==> src/rtl/dsp_wb_arbiter_pkg.sv <==
// Shared definitions for the DSP writeback arbiter: register-file
// geometry and the arbiter FSM state encoding.
package dsp_wb_arbiter_pkg;

   localparam int REG_WORD_LEN = 32;
   localparam int REG_ADDR_LEN = 5;

   typedef enum logic [1:0] {
      NORMAL     = 2'd0,
      DRAIN      = 2'd1,
      HOST_FORCE = 2'd2
   } wb_state_e;

endpackage

==> src/rtl/dsp_wb_fifo.sv <==
// Synchronous FIFO holding {addr,data} MAC results, retired in push order.
// Ports: clk, rst (async high), push/din, pop/dout, full, empty, count.
module dsp_wb_fifo
   import dsp_wb_arbiter_pkg::*;
#(
   parameter int W     = REG_ADDR_LEN + REG_WORD_LEN,
   parameter int DEPTH = 4
) (
   input  logic                     clk,
   input  logic                     rst,
   input  logic                     push,
   input  logic [W-1:0]             din,
   input  logic                     pop,
   output logic [W-1:0]             dout,
   output logic                     full,
   output logic                     empty,
   output logic [$clog2(DEPTH):0]   count
);

   localparam int PW = $clog2(DEPTH);

   logic [W-1:0]  mem [DEPTH];
   logic [PW-1:0] wp;
   logic [PW-1:0] rp;

   always_ff @(posedge clk) begin
      if (push) mem[wp] <= din;
   end

   always_ff @(posedge clk or posedge rst) begin
      if (rst) begin
         wp    <= '0;
         rp    <= '0;
         count <= '0;
      end else begin
         if (push) wp <= wp + 1'b1;
         if (pop)  rp <= rp + 1'b1;
         case ({push, pop})
            2'b10:   count <= count + 1'b1;
            2'b01:   count <= count - 1'b1;
            default: count <= count;
         endcase
      end
   end

   assign dout  = mem[rp];
   assign full  = (count == (PW + 1)'(DEPTH));
   assign empty = (count == '0);

endmodule

==> src/rtl/dsp_wb_arbiter.sv <==
// Shares the register-file write port among pipeline, MAC FIFO and host.
// Ports: pipe_* (no backpressure), mac_* (valid/ready into FIFO),
// host_* (valid/ready), registered wb_* write, pipe_stall, fifo_count.
module dsp_wb_arbiter
   import dsp_wb_arbiter_pkg::*;
#(
   parameter int DW           = REG_WORD_LEN,
   parameter int AW           = REG_ADDR_LEN,
   parameter int FIFO_DEPTH   = 4,
   parameter int STARVE_LIMIT = 8
) (
   input  logic                        clk,
   input  logic                        rst,
   input  logic                        pipe_we,
   input  logic [AW-1:0]               pipe_addr,
   input  logic [DW-1:0]               pipe_data,
   input  logic                        mac_valid,
   output logic                        mac_ready,
   input  logic [AW-1:0]               mac_addr,
   input  logic [DW-1:0]               mac_data,
   input  logic                        host_valid,
   output logic                        host_ready,
   input  logic [AW-1:0]               host_addr,
   input  logic [DW-1:0]               host_data,
   output logic                        wb_en,
   output logic [AW-1:0]               wb_addr,
   output logic [DW-1:0]               wb_data,
   output logic                        pipe_stall,
   output logic [$clog2(FIFO_DEPTH):0] fifo_count
);

   localparam int CW = $clog2(FIFO_DEPTH) + 1;
   localparam int SW = $clog2(STARVE_LIMIT + 1);

   wb_state_e        st;
   wb_state_e        st_nxt;
   logic [SW-1:0]    starve;
   logic             starved;
   logic             sel_pipe;
   logic             sel_host;
   logic             sel_fifo;
   logic             push;
   logic             full;
   logic             empty;
   logic [AW+DW-1:0] head;
   logic [AW-1:0]    nxt_addr;
   logic [DW-1:0]    nxt_data;

   dsp_wb_fifo #(
      .W     (AW + DW),
      .DEPTH (FIFO_DEPTH)
   ) u_fifo (
      .clk   (clk),
      .rst   (rst),
      .push  (push),
      .din   ({mac_addr, mac_data}),
      .pop   (sel_fifo),
      .dout  (head),
      .full  (full),
      .empty (empty),
      .count (fifo_count)
   );

   assign mac_ready  = !full;
   assign push       = mac_valid && mac_ready;
   assign starved    = (starve == SW'(STARVE_LIMIT));
   assign host_ready = sel_host;

   // Pipeline always wins; a forced host slot beats a non-empty FIFO.
   always_comb begin
      sel_pipe = 1'b0;
      sel_host = 1'b0;
      sel_fifo = 1'b0;
      if (pipe_we)
         sel_pipe = 1'b1;
      else if (st == HOST_FORCE && host_valid)
         sel_host = 1'b1;
      else if (!empty)
         sel_fifo = 1'b1;
      else if (host_valid)
         sel_host = 1'b1;
   end

   always_comb begin
      nxt_addr = pipe_addr;
      nxt_data = pipe_data;
      if (sel_host) begin
         nxt_addr = host_addr;
         nxt_data = host_data;
      end else if (sel_fifo) begin
         {nxt_addr, nxt_data} = head;
      end
   end

   // Starvation is checked before fullness so the host slot comes first.
   always_comb begin
      st_nxt = st;
      case (st)
         NORMAL: begin
            if (starved)   st_nxt = HOST_FORCE;
            else if (full) st_nxt = DRAIN;
         end
         DRAIN: begin
            if (fifo_count <= CW'(FIFO_DEPTH / 2)) st_nxt = NORMAL;
         end
         HOST_FORCE: begin
            if (sel_host || !host_valid)
               st_nxt = full ? DRAIN : NORMAL;
         end
         default: st_nxt = NORMAL;
      endcase
   end

   always_ff @(posedge clk or posedge rst) begin
      if (rst) begin
         st         <= NORMAL;
         starve     <= '0;
         pipe_stall <= 1'b0;
         wb_en      <= 1'b0;
         wb_addr    <= '0;
         wb_data    <= '0;
      end else begin
         st         <= st_nxt;
         pipe_stall <= (st_nxt != NORMAL);
         if (host_valid && !sel_host) begin
            if (!starved) starve <= starve + 1'b1;
         end else begin
            starve <= '0;
         end
         wb_en <= sel_pipe || sel_host || sel_fifo;
         if (sel_pipe || sel_host || sel_fifo) begin
            wb_addr <= nxt_addr;
            wb_data <= nxt_data;
         end
      end
   end

endmodule

==> config.mk <==
export PLATFORM = sky130hd
export DESIGN_NAME = dsp_wb_arbiter
export DESIGN_NICKNAME = d
export VERILOG_FILES = /design/src/rtl/dsp_wb_arbiter_pkg.sv /design/src/rtl/dsp_wb_fifo.sv /design/src/rtl/dsp_wb_arbiter.sv
export SDC_FILE = /design/constraint.sdc
export NUM_CORES = 1
export LEC_CHECK = 0
export ABC_AREA = 1
export BUFFER_PORTS_ARGS = -buffer_cell sky130_fd_sc_hd__clkbuf_2
export CAP_MARGIN = 5
export CORE_ASPECT_RATIO = 1.1
export CORE_MARGIN = 2
export CORE_UTILIZATION = 61
export DETAILED_ROUTE_END_ITERATION = 10
export PLACE_DENSITY = 0.83
export SLEW_MARGIN = 20
export SYNTH_ARGS = -nofsm -noshare
export SYNTH_HDL_FRONTEND = slang
export SYNTH_HIERARCHICAL = 1
export SYNTH_SLANG_ARGS = --single-unit
==> constraint.sdc <==
create_clock -name clk -period 4.29 [get_ports clk]
set_clock_uncertainty 0.15 [all_clocks]
set_input_delay 0.858 -clock clk [delete_from_list [all_inputs] [get_ports clk]]
set_output_delay 0.858 -clock clk [all_outputs]
set_load 0.05 [all_outputs]
Word level (Yosys, flattened, before mapping):

Memories as Yosys holds them, arrays and structs flattened.
Index checks and enable logic that the tools add are counted.

* register bits: 52
* memory bits (writable): 148
* input port bits: 116
* output and inout bits: 44
* word-level logic and storage cells: 59
* memories: 1

* add/sub/neg operators: 5
* magnitude comparators: 1
* eq/ne operators: 7
* multiplexer cells: 23
* reduce and logical (&&, ||, !) cells: 13

Memories
* u_fifo.mem: depth 4, width 37, rd ports 1, clocked after Yosys merged registers in 0, wr ports 1, RTL line dsp_wb_fifo.sv:22 `logic [W-1:0] mem [DEPTH];`

Operator list (count)
* $mux 32: 2
* $mux 1: 11
* $mux 5: 2
* $mux 2: 4
* $mux 4: 2
* $pmux 2 s3: 1
* $pmux 3 s2: 1
* $add 2x1->2 const B: 2
* $add 4x1->4 const B: 1
* $eq 2x1->1 const B: 2
* $eq 2x2->1 const B: 2
* $eq 4x4->1 const B: 1
* $reduce_bool 2->1: 2
* $add 3x1->3 const B: 1
* $eq 3x3->1 const B: 1
* $le 3x2->1 const B: 1
* $logic_and 1x1->1: 3
* $logic_not 1->1: 3
* $logic_not 3->1: 1
* $logic_or 1x1->1: 3
* $sub 3x1->3 const B: 1
* $logic_not 2->1: 1
* $ne 2x2->1 const B: 1

Longest topological paths before layout:

* word-level depth: 8
* depth in mapped cells: 14
* gate-level depth less buffers: 12

By module:

Netlist, hierarchy kept.

Modules (own cells, without submodules)
* dsp_wb_fifo: times used 1, cells an instance 482, area each 6318.6 µm², seq. area each 4619.4 µm²
* dsp_wb_arbiter: times used 1, cells an instance 496, area each 3373.2 µm², seq. area each 1126.1 µm²

Worst setup path before layout:

No wires, ideal clock.

* kind: reg-to-output
* from: reg u_fifo.count[0]
* to: out host_ready
* arrival time: 1805 ps
* data required time: 3282 ps
* setup slack: 1477 ps
* cell stages (with the launch flop): 8
* buffers on the path: 2
* path through: dfrtp_1 nor3_1 inv_1 nand2_2 nand2_2 buf_4 buf_6 inv_1

* cells in the longest elaborated chain, start to end: 4

Ends and longest elaborated chain
* start, declared: RTL line dsp_wb_fifo.sv:17 `output logic [$clog2(DEPTH):0] count`
* start signal, assigned: RTL line dsp_wb_fifo.sv:39 `2'b10: count <= count + 1'b1;`
* start signal, assigned: RTL line dsp_wb_fifo.sv:40 `2'b01: count <= count - 1'b1;`
* start signal, assigned: RTL line dsp_wb_fifo.sv:41 `default: count <= count;`
* $logic_not 3->1: RTL line dsp_wb_fifo.sv:48 `assign empty = (count == '0);`
* named net empty: RTL line dsp_wb_arbiter.sv:44 `logic empty;`
* $mux 1: RTL line dsp_wb_arbiter.sv:78 `else if (!empty)`
* $mux 1: RTL line dsp_wb_arbiter.sv:76 `else if (st == HOST_FORCE && host_valid)`
* $mux 1: RTL line dsp_wb_arbiter.sv:74 `if (pipe_we)`
* end, declared: RTL line dsp_wb_arbiter.sv:22 `output logic host_ready,`

The timed path passes the listed nets, and every way through them passes these cells.

Worst setup path in the final report:

Same ends and word-level chain as after synthesis.

==> results.ini <==
[final_layout]
drive_above_1_share = 0.218
finalNonFillerCells = 1327
finalInstanceArea_um2 = 10900
area_growth_pct = 12.7
nNetsFinal = 1237

[outcome]
status = completed

[detailed_routing]
ant_nets = 0
via_count = 6956
wl_met1_um = 8220
highest_layer = met4
wl_per_cell_um = 14.9
routed_via_density = 5.24
firstDrtPassIters = 5
met2WireLength_um = 9510
wl_met3_um = 1520
wl_um = 19700
drtIter0Drc = 488
drc_errors = 0

[yosys]
synth_cells = 978
ys_async_sr_fraction = 0.260
post_synth.cell_area_avg_um2 = 9.91
netlist_top_cells_area = edfxtp_1, dfrtp_1, nand2_1
synth_common_cells = nand2_1, inv_1, edfxtp_1
ys_warn_count = 6
synth_edf_count = 148
synthAdderAreaFrac = 0.0111
syn-num-nets = 1102
synth.largest_area_cell = edfxtp_1
seq_area_frac_synth = 0.593
synthMuxAreaShare = 0
synth_top_family_by_area = simple AND/OR/NAND/NOR gates
synthSimpleGateAreaFrac = 0.209
synth_top_area_frac = 0.459
synth_area_um2 = 9690
yosysMostFrequentCell = nand2_1
synth_compound_area_frac = 0.0604
synth_ff_type = edfxtp_1
yosys_register_bits = 200
synth-xor-area-share = 0.00542
synth_cell_type_count = 28

[cts]
cts_buffer_depth = 2
ctsResizeCount = 0
cts-root-buf = clkbuf_16
cts_inserted_buffers = 17
post_cts_buffers = 0
clk_pin_slew_worst_paths_ns = 0.07
clock_sinks = 200
hold_buffers = 0
clkLatencyLatePin_ns = 0.43
cts_tree = built
htree_levels = 4

[global_routing]
antenna_found_initial = 1
grt_pass1_vias = 6170
grt_max_degree = 76
grtUsageTotal = 0.240
grt_pass1_wl_um = 30300
grt.overflow.total = 0

[floorplan]
initial_utilization = 0.621
rows = 48
fp.dieW_um = 124
boundaryPins = 160
design.core.area_um2 = 15600
die_h_um = 136
die-area_um2 = 16900

[critical_path]
setup.worst_path.start = u_fifo/count[0]
timing.rr.end = u_fifo/count[1]
start_kind = register
path_max_fanout = 6
arrival_ns = 1.89
timing.rr.start = u_fifo/count[0]
criticalPathCategory = reg -> out
critPathRequiredTime_ns = 3.28
critPathCaptureType = output port
rr_worst_depth = 9
reg2reg_setup_slack_ns = 1.74

[power_and_ir_drop]
powerDensity_nw_per_um2 = 686
netSwitchingPower_mw = 3.20
power_frac_seq = 0.389
pwr-share-clk = 0.211
p_sw_frac = 0.426
pwr-share-comb = 0.400
leakage_nw = 5.23
ir_worst_vdd_v = 0.000361
p_int_mw = 4.30

[timing]
final.setup.worst_slack_ns = 1.40
setup_tns_ns = 0
setup_viol = 0
tightest_slew_ns = 0.957
finalMaxSlewViolations = 0
period_minus_slack_ns = 2.89
grt_setup_unrepaired = false
clock.fmax_ghz = 0.346
hold_viol = 0
timing.final.crit_share = 0.674
relSlewSlack = 0.362
whs_ns = 0.199

[place]
place_congestion = 0.846
placed_cell_area_um2 = 10300
dp_hpwl_um = 13100
place_ws_ns = 1.31
numPortBuffers = 159
dp.cells = 1294

[run]
cap_violations = 0

[min_path]
hold_class = in -> async

power by group through the flow:
stage / clock [mW] / combinational (mW) / sequential [mW]
final: 1.58 / 3.00 / 2.92
after global routing: 1.68 / 3.31 / 2.97
after CTS: 1.60 / 3.01 / 2.92
after detailed placement: 0 / 2.99 / 2.95
after global placement: 0 / 2.93 / 2.94
after floorplan: 0 / 1.81 / 3.53
cell usage in the layout, fill, tap and decap left out, types with 5 or more instances in the layout:
master	synthesis	final
nand2_1	317	317
inv_1	173	172
clkbuf_2	0	159
edfxtp_1	148	148
nand3_1	83	83
o211ai_1	74	74
dfrtp_1	52	51
nand3_2	32	32
clkbuf_16	0	17
buf_4	7	14
nor2_1	9	8
ha_1	7	7
inv_6	0	5
worst max-delay path by stage:
stage                     cells past startpoint  slack (ns)         endpoint
after global placement                        8        1.41  u_fifo/count[1]
final                                         6        1.40       host_ready
after CTS                                     6        1.39       host_ready
after floorplan                               7        1.48       host_ready
after global routing                          6        1.24       host_ready
after detailed placement                      8        1.31  u_fifo/count[1]
final cells by class:
class,count,area [um^2]
antenna,1,2.50
clock buffer,18,429
clock inverter,14,163
fill,1150,4690
inverter,176,661
multi-input combinational,545,2770
sequential,200,5750
tap,200,250
timing repair buffer,173,901
metal layers:
metal,vias up,global-route usage
li1,3432,-
met1,3219,0.317
met2,269,0.387
met3,36,0.0549
met4,0,0.0936
met5,-,0
worst max-delay path: stages, from the launching register on:
cell and delay [ns]:
dfrtp_1 0.46, nor3_1 0.44, inv_1 0.10, nand2_2 0.09
nand2_2 0.06, inv_1 0.05, clkbuf_2 0.26
state kept, by name (all words and copies together) (netlist names):
name,cells
u_fifo/mem,148
starve,4
wb_addr,5
u_fifo/count,3
wb_data,32
wb_en,1
pipe_stall,1
u_fifo/rp,2
st,2
u_fifo/wp,2
metrics by stage:
| stage | power (mW) | util |
|---|---|---|
| final | 7.50 | 0.700 |
| after global routing | 7.97 | 0.700 |
| after CTS | 7.53 | 0.700 |
| after detailed placement | 5.94 | 0.662 |
| after global placement | 5.86 | 0.662 |
| after floorplan | 5.34 | - |
kinds of logic after synthesis:
kind of cell    after synthesis
simple gates                451
buf+inv                     233
flops                       200
compound gates               80
fa+ha+maj                     8
xor+xnor                      6
Power figures use the tool's default switching activity.
